**src/rtl/stack_alu_seq.sv**
```systemverilog
// Sequential signed 8-bit ALU: pops two operands from an external stack, computes
// ADD/SUB/MUL/DIV and pushes the result. Define STACK_ALU_DIV_EN to build the divider.
module stack_alu_seq (
  input  logic       clk,
  input  logic       reset,
  input  logic       start,
  input  logic [1:0] op,
  input  logic [7:0] stk_dout,
  input  logic [4:0] stk_count,
  output logic       stk_pop,
  output logic       stk_push,
  output logic [7:0] stk_din,
  output logic       busy,
  output logic       done,
  output logic       err,
  output logic       carryOut
);

  localparam logic [2:0] IDLE  = 3'd0;
  localparam logic [2:0] POP1  = 3'd1;
  localparam logic [2:0] POP2  = 3'd2;
  localparam logic [2:0] EXEC  = 3'd3;
  localparam logic [2:0] DIVIT = 3'd4;
  localparam logic [2:0] PUSH  = 3'd5;
  localparam logic [2:0] FIN   = 3'd6;

  localparam logic [1:0] OP_ADD = 2'b00;
  localparam logic [1:0] OP_SUB = 2'b01;
  localparam logic [1:0] OP_MUL = 2'b10;
  localparam logic [1:0] OP_DIV = 2'b11;

  logic [2:0]  r_state;
  logic [2:0]  w_state_d;
  logic [1:0]  r_op;
  logic [7:0]  r_in1;
  logic [7:0]  r_in2;
  logic [7:0]  r_result;
  logic        r_err;
  logic        r_carry;

  logic        w_underflow;
  logic        w_full;
  logic        w_op_bad;
  logic [8:0]  w_sum;
  logic [8:0]  w_diff;
  logic [15:0] w_prod;
  logic        w_mul_ovf;
  logic [7:0]  w_alu;
  logic        w_carry;

  assign w_underflow = (stk_count < 5'd2);
  assign w_full      = (stk_count == 5'd16);

  assign w_sum  = {1'b0, r_in1} + {1'b0, r_in2};
  assign w_diff = {1'b0, r_in1} - {1'b0, r_in2};
  assign w_prod = $signed({{8{r_in1[7]}}, r_in1}) * $signed({{8{r_in2[7]}}, r_in2});
  // Signed product fits in 8 bits only when bits 15..7 are all sign copies.
  assign w_mul_ovf = !((&w_prod[15:7]) || (~|w_prod[15:7]));

`ifdef STACK_ALU_DIV_EN
  logic [7:0] r_rem;
  logic [7:0] r_quo;
  logic [2:0] r_cnt;
  logic [7:0] w_mag1;
  logic [7:0] w_mag2;
  logic [8:0] w_shift;
  logic       w_ge;
  logic [7:0] w_rem_d;
  logic [7:0] w_quo_d;
  logic [7:0] w_quo_signed;

  assign w_mag1  = r_in1[7] ? (~r_in1 + 8'd1) : r_in1;
  assign w_mag2  = r_in2[7] ? (~r_in2 + 8'd1) : r_in2;
  // One restoring step: shift next dividend bit in, subtract divisor if it fits.
  assign w_shift = {r_rem, r_quo[7]};
  assign w_ge    = (w_shift >= {1'b0, w_mag2});
  assign w_rem_d = w_ge ? 8'(w_shift - {1'b0, w_mag2}) : w_shift[7:0];
  assign w_quo_d = {r_quo[6:0], w_ge};
  assign w_quo_signed = (r_in1[7] ^ r_in2[7]) ? (~w_quo_d + 8'd1) : w_quo_d;
  assign w_op_bad = 1'b0;
`else
  assign w_op_bad = (r_op == OP_DIV);
`endif

  always_comb begin
    w_alu   = 8'h00;
    w_carry = 1'b0;
    case (r_op)
      OP_ADD: begin
        w_alu   = w_sum[7:0];
        w_carry = w_sum[8];
      end
      OP_SUB: begin
        w_alu   = w_diff[7:0];
        w_carry = w_diff[8];
      end
      OP_MUL: begin
        w_alu   = w_prod[7:0];
        w_carry = w_mul_ovf;
      end
      default: begin
        w_alu   = 8'h00;
        w_carry = 1'b0;
      end
    endcase
  end

  always_comb begin
    w_state_d = r_state;
    case (r_state)
      IDLE: if (start) w_state_d = POP1;
      POP1: w_state_d = (w_underflow || w_op_bad) ? FIN : POP2;
      POP2: w_state_d = EXEC;
      EXEC: begin
`ifdef STACK_ALU_DIV_EN
        if (r_op == OP_DIV) w_state_d = (r_in2 == 8'h00) ? FIN : DIVIT;
        else w_state_d = PUSH;
`else
        w_state_d = PUSH;
`endif
      end
`ifdef STACK_ALU_DIV_EN
      DIVIT: if (r_cnt == 3'd7) w_state_d = PUSH;
`else
      DIVIT: w_state_d = IDLE;
`endif
      PUSH:    w_state_d = FIN;
      FIN:     w_state_d = IDLE;
      default: w_state_d = IDLE;
    endcase
  end

  always_ff @(posedge clk or negedge reset) begin
    if (!reset) begin
      r_state  <= IDLE;
      r_op     <= OP_ADD;
      r_in1    <= 8'h00;
      r_in2    <= 8'h00;
      r_result <= 8'h00;
      r_err    <= 1'b0;
      r_carry  <= 1'b0;
`ifdef STACK_ALU_DIV_EN
      r_rem    <= 8'h00;
      r_quo    <= 8'h00;
      r_cnt    <= 3'd0;
`endif
    end else begin
      r_state <= w_state_d;
      case (r_state)
        IDLE: begin
          if (start) begin
            r_op  <= op;
            r_err <= 1'b0;
          end
        end
        POP1: begin
          if (w_underflow || w_op_bad) r_err <= 1'b1;
          else r_in1 <= stk_dout;
        end
        POP2: r_in2 <= stk_dout;
        EXEC: begin
`ifdef STACK_ALU_DIV_EN
          if (r_op == OP_DIV) begin
            if (r_in2 == 8'h00) begin
              r_err <= 1'b1;
            end else begin
              r_rem <= 8'h00;
              r_quo <= w_mag1;
              r_cnt <= 3'd0;
            end
          end else begin
            r_result <= w_alu;
          end
`else
          r_result <= w_alu;
`endif
        end
`ifdef STACK_ALU_DIV_EN
        DIVIT: begin
          r_rem <= w_rem_d;
          r_quo <= w_quo_d;
          r_cnt <= r_cnt + 3'd1;
          if (r_cnt == 3'd7) r_result <= w_quo_signed;
        end
`endif
        PUSH: begin
          r_carry <= w_carry;
          if (w_full) r_err <= 1'b1;
        end
        default: ;
      endcase
    end
  end

  // Strobes decode straight from state so an async reset silences them at once.
  assign stk_pop  = ((r_state == POP1) && !w_underflow && !w_op_bad) || (r_state == POP2);
  assign stk_push = (r_state == PUSH) && !w_full;
  assign stk_din  = r_result;
  assign busy     = (r_state != IDLE);
  assign done     = (r_state == FIN);
  assign err      = r_err;
  assign carryOut = r_carry;

  a_pop_push_excl: assert property (@(posedge clk) disable iff (!reset) !(stk_pop && stk_push));
  a_done_pulse:    assert property (@(posedge clk) disable iff (!reset) done |=> !done);

endmodule

```
**config.mk**
```make
export PLATFORM = sky130hd
export DESIGN_NAME = stack_alu_seq
export DESIGN_NICKNAME = d
export VERILOG_FILES = /design/src/rtl/stack_alu_seq.sv
export SDC_FILE = /design/constraint.sdc
export NUM_CORES = 1
export LEC_CHECK = 0
export ABC_CLOCK_PERIOD_IN_PS = 6900
export CORE_ASPECT_RATIO = 0.75
export CORE_UTILIZATION = 55
export DETAILED_ROUTE_END_ITERATION = 6
export GPL_TIMING_DRIVEN = 0
export PLACE_DENSITY = 0.83
export REMOVE_ABC_BUFFERS = 1
export SYNTH_ARGS = -nofsm -noshare
export SYNTH_HDL_FRONTEND = slang
export SYNTH_SLANG_ARGS = --single-unit
```
**constraint.sdc**
```tcl
create_clock -name clk -period 6.9 [get_ports clk]
set_input_delay 2.07 -clock clk [delete_from_list [all_inputs] [get_ports clk]]
set_output_delay 2.07 -clock clk [all_outputs]
set_load 0.02 [all_outputs]
```
==> results_dict.tcl, run 1 <==
set metrics [dict create \
    ys_seq_elements 31 \
    insertion_delay_ns 0.30 \
    synth_fa_ha_area_share_pct 39.4 \
    ys_types 44 \
    period_minus_slack_ns 6.19 \
    die_h_um 79.1 \
    numCtsBuffers 5 \
    wl_per_cell_um 17.2 \
    antenna_left 0 \
    grt_use_total_pct 27.9 \
    slew_viol_final 0 \
    ctsRootBufferMaster "clkbuf_8" \
    dpl_cell_area_sq_mm 0.00476 \
    critPathLaunchType "input port" \
    stdcell_area_sq_mm 0.00487 \
    wirelength_um 10700 \
    cpPeakStageDelay_ns 0.62 \
    mostFrequentLayoutCells "99 x inv_1, 57 x fa_1, 51 x nand2_1, 46 x ha_1, 31 x dfrtp_1" \
    drive_gt1_share_pct 4.22 \
    port_buffers 31 \
    critPathKind "in2out" \
    tns_ns 0 \
    drc 0 \
    cpLargestDelayFamily "buffers and inverters" \
    hp-class "reg2reg" \
    ys_warn_count 0 \
    cp.arrival_ns 4.12 \
    r2r_setup_slack_ns 1.43 \
    synth_compound_area_share_pct 13.1 \
    crit_fanout 9 \
    grt_pass1_wl_um 17700 \
    hold_viol 0 \
    cts.repair.resized 0 \
    syn_avg_cell_area_sq_um 8.86 \
    cp_cell_sequence "clkdlybuf4s50_1, nor3_1, a221o_1, nand2b_1, nand2b_1, clkdlybuf4s50_1" \
    rsz0062_at_grt "no" \
    cts_hold_buf 0 \
    drt-met1-wl_um 4640 \
    status "finished, final reports clean" \
    rows 27 \
    synth_top_family_by_area "adder cells" \
    endpoint_kind "output port" \
    nets 641 \
    muxShareOfSynthArea_pct 2.55 \
    cts_tree "yes" \
    ff2ff_path_depth 16 \
    maxCapViolations 0 \
    grt_max_degree 32 \
    path_buf_inv 2 \
    synth_edf_count 0 \
    overflow 0 \
    antenna_cells 0 \
    synth-xor-area-share_pct 3.82 \
    whs_ns 0.482 \
    cts_setup_buffers 0 \
    dieArea_sq_mm 0.00829 \
    synthArstFlopShare_pct 100 \
    max_freq_mhz 162 \
    start_util_pct 58.1 \
    grt_pass1_vias 3617 \
    ios 32 \
    period_share_pct 89.7 \
    cts_sinks 31 \
    worst_pin_slew_ns 0.924 \
    vias_per_cell 5.73 \
    whs_path_depth 2 \
    synthesis.area_sq_mm 0.00436 \
    clock-skew-final_ns 0.0122 \
    die_w_um 105 \
    core_area_sq_mm 0.00750 \
    required_ns 4.83 \
    seq_area_frac_synth_pct 17.8 \
    final_common_cell "inv_1" \
    setup_viol_count_final 0 \
    drtPass1Iterations 7 \
    place.gp.congestion 0.901 \
    vias 3563 \
    met2WireLength_um 5060 \
    antenna_found_initial 0 \
    synth_cells 492 \
    crit_slowest_cell "clkdlybuf4s50_1" \
    initialDrtViolationCount 316 \
    maxSlewHeadroom_pct 38.1 \
    path_clk_slew_ns 0.08 \
    routed.top_layer "met4" \
    yosys.area_share.simple_pct 14.0 \
    htree_levels 2 \
    area_growth_pct 11.7 \
    cts_buffer_depth 2 \
    dp_hpwl_um 8550 \
    dr_wl_met3_um 945 \
    cp_num_cells 6 \
    synthFlopType "dfrtp_1" \
]
-- per-layer routing --
| layer | global-route usage (%) | vias to the layer above |
|---|---|---|
| met3 | 6.49 | 10 |
| met1 | 38.4 | 1758 |
| li1 | - | 1640 |
| met4 | 4.37 | 0 |
| met5 | 0 | - |
| met2 | 46.1 | 155 |
-- through the flow --
step | worst slack, ns | instances | utilization (%)
5_1_grt | 0.641 | 622 | 64.9
3_3_place_gp | 0.770 | 614 | 63.4
2_1_floorplan | 1.85 | 482 | -
6_report | 0.713 | 622 | 64.9
4_1_cts | 0.709 | 622 | 65.0
3_5_place_dp | 0.714 | 614 | 63.5
-- synthesized netlist by cell type, drive strengths merged (2+ instances only) --
library cell | n | share of area [%]
inv | 99 | 8.5
fa | 57 | 26
nand2 | 51 | 4.4
ha | 46 | 13
dfrtp | 31 | 18
nor2 | 28 | 2.4
o21ai | 23 | 2.6
a21oi | 22 | 2.6
and2 | 18 | 2.6
xnor2 | 14 | 2.8
clkbuf | 9 | 0.77
mux2 | 9 | 2.3
nand2b | 9 | 1.3
nor3 | 9 | 1.0
a31oi | 6 | 0.86
a21o | 5 | 0.86
o21a | 5 | 0.86
xor2 | 5 | 1.0
a2111oi | 4 | 0.80
a211oi | 4 | 0.69
o21bai | 4 | 0.69
and3 | 3 | 0.43
nand3 | 3 | 0.34
nor2b | 3 | 0.43
a22oi | 2 | 0.34
a32oi | 2 | 0.40
o22a | 2 | 0.40
o22ai | 2 | 0.29
or2 | 2 | 0.29
or3 | 2 | 0.29
-- final cells by class --
class	count	area, sq um
tap	101	126
multi-input combinational	352	3180
clock inverter	3	43.8
clock buffer	5	68.8
sequential	31	776
inverter	99	372
fill	651	2630
timing repair buffer	31	305
-- flip-flops by register name, indices dropped and copies added (netlist names) --
name	flops
r_in1	8
r_in2	8
stk_din	8
r_state	3
r_op	2
carryOut	1
err	1
-- tightest hold or removal path, stage by stage, from the launching register on --
cell and delay [ns]:
dfrtp_1 0.35, nand2_1 0.05, o21ai_0 0.06
-- kinds of logic after synthesis --
family | count (synthesis)
AND/OR/NAND/NOR | 131
buffers and inverters | 109
adder cells (fa/ha/maj) | 103
AO/OA/AOI/OAI | 89
flip-flops | 31
XOR/XNOR | 19
multiplexers | 10
-- final timing paths --
check,endpoint,start
setup / recovery,stk_pop,stk_count[3]
hold / removal,stk_din[4]$_DFFE_PN0P_,stk_din[4]$_DFFE_PN0P_
setup reg to reg,carryOut$_DFFE_PN0P_,r_in1[7]$_DFFE_PN0P_
hold reg to reg,stk_din[4]$_DFFE_PN0P_,stk_din[4]$_DFFE_PN0P_
max in group asynchronous,r_in2[0]$_DFFE_PN0P_,reset
min in group asynchronous,stk_din[4]$_DFFE_PN0P_,reset
Power of run 1 is not shown: default switching activity piles up to over one toggle a cycle in this logic, so the estimate is an artifact.
==> run 2: changes to the inputs <==
GPL_ROUTABILITY_DRIVEN = 0   (was default)
==> results_dict.tcl, run 2 (synthesis results as in run 1) <==
set metrics [dict create \
    grt_use_total_pct 27.6 \
    drtPass1Iterations 7 \
    fillers 603 \
    path_buf_inv 2 \
    worst_pin_slew_ns 0.851 \
    core_area_sq_mm 0.00750 \
    whs_path_depth 2 \
    grt_max_degree 32 \
    cts_setup_buffers 0 \
    wl_per_cell_um 16.9 \
    slew_viol_final 0 \
    die_h_um 79.1 \
    port_buffers 31 \
    overflow 0 \
    final_common_cell "inv_1" \
    tns_ns 0 \
    cts_hold_buf 0 \
    use_met3_pct 7.14 \
    critPathKind "in2out" \
    insertion_delay_ns 0.29 \
    maxSlewHeadroom_pct 43.0 \
    min_to "stk_din[3]$_DFFE_PN0P_" \
    register_area_sq_um 776 \
    grt.busiest_layer "met2" \
    numCtsBuffers 5 \
    vias_per_cell 5.67 \
    cts.repair.resized 0 \
    die_w_um 105 \
    antenna_left 0 \
    r2r-end "carryOut$_DFFE_PN0P_" \
    path_clk_slew_ns 0.07 \
    max_freq_mhz 162 \
    hp-class "reg2reg" \
    met2_usage_pct 44.7 \
    min_from "stk_din[3]$_DFFE_PN0P_" \
    htree_levels 2 \
    place_worst_setup_slack_ns 0.747 \
    startpoint "stk_count[3]" \
    layoutNonFillerInstCount 622 \
    vias 3525 \
    rr_startpoint "r_in2[7]$_DFFE_PN0P_" \
    cts_tree "yes" \
    maxCapViolations 0 \
    cp_cell_sequence "clkdlybuf4s50_1, nor3_1, a221o_1, nand2b_1, nand2b_1, clkdlybuf4s50_1" \
    ff2ff_path_depth 17 \
    nets 641 \
    r2r_setup_slack_ns 1.38 \
    ctsRootBufferMaster "clkbuf_8" \
    antenna_found_initial 0 \
    status "finished with violations" \
    cpPeakStageDelay_ns 0.61 \
    start_util_pct 58.1 \
    cpLargestDelayFamily "buffers and inverters" \
    setup_viol_count_final 0 \
    antenna_cells 0 \
    crit_fanout 9 \
    dp_hpwl_um 8400 \
    area_growth_pct 11.7 \
    cts_sinks 31 \
    critPathLaunchType "input port" \
    cts_buffer_depth 2 \
    initialDrtViolationCount 333 \
    period_minus_slack_ns 6.18 \
    crit_slowest_cell "clkdlybuf4s50_1" \
    failed_checks "DRC" \
    period_share_pct 89.5 \
    fin_ws_ns 0.724 \
    drc 1 \
    clock-skew-final_ns 0.00405 \
    required_ns 4.83 \
    drive_gt1_share_pct 4.22 \
    rows 27 \
    wirelength_um 10500 \
    multi_input_area_sq_mm 0.00318 \
    cp.arrival_ns 4.11 \
    hold_viol 0 \
    utilization_pct 64.9 \
    dieArea_sq_mm 0.00829 \
    grt_pass1_wl_um 17600 \
    rsz0062_at_grt "no" \
    endpoint_kind "output port" \
    grt_pass1_vias 3627 \
    dp.cells 614 \
    ios 32 \
    grt_util_met1_pct 37.7 \
    mostFrequentLayoutCells "99 x inv_1, 57 x fa_1, 51 x nand2_1, 46 x ha_1, 31 x dfrtp_1" \
]
## run 2: cell counts in the layout (fill, tap and decap cells not counted)
Identical to the previous run, type by type.
## run 2: tightest hold or removal path, stage by stage, from the launching register on
cell and delay, ns:
dfrtp_1 0.35, nand2_1 0.05, o21ai_0 0.06
## run 2: worst max-delay path by stage
| stage | endpoint | cells past startpoint |
|---|---|---|
| global route | stk_pop | 6 |
| global placement | stk_pop | 6 |
| floorplan | stk_pop | 4 |
| detailed placement | stk_pop | 6 |
| finish | stk_pop | 6 |
| CTS | stk_pop | 6 |
## run 2: per-stage QoR
stage / hold slack, ns / area [sq um]
6_report: 0.485 / 4870
3_5_place_dp: 0.470 / 4760
2_1_floorplan: 0.506 / 4320
5_1_grt: 0.494 / 4870
3_3_place_gp: 0.464 / 4760
4_1_cts: 0.487 / 4880
## run 2: per-layer routing
layer	share of wire [%]	vias to the layer above	wire [um]
met2	46	184	4850
met3	9.6	22	1010
met5	0	-	0
li1	-	1630	-
met4	1.6	0	172
met1	43	1689	4500
## run 2: final cells by class
class | instances | share of cell area (%)
tap | 101 | 2.59
clock inverter | 3 | 0.899
sequential | 31 | 15.9
multi-input combinational | 352 | 65.3
clock buffer | 5 | 1.41
inverter | 99 | 7.63
timing repair buffer | 31 | 6.27
Power of run 2 is left out for the same reason.
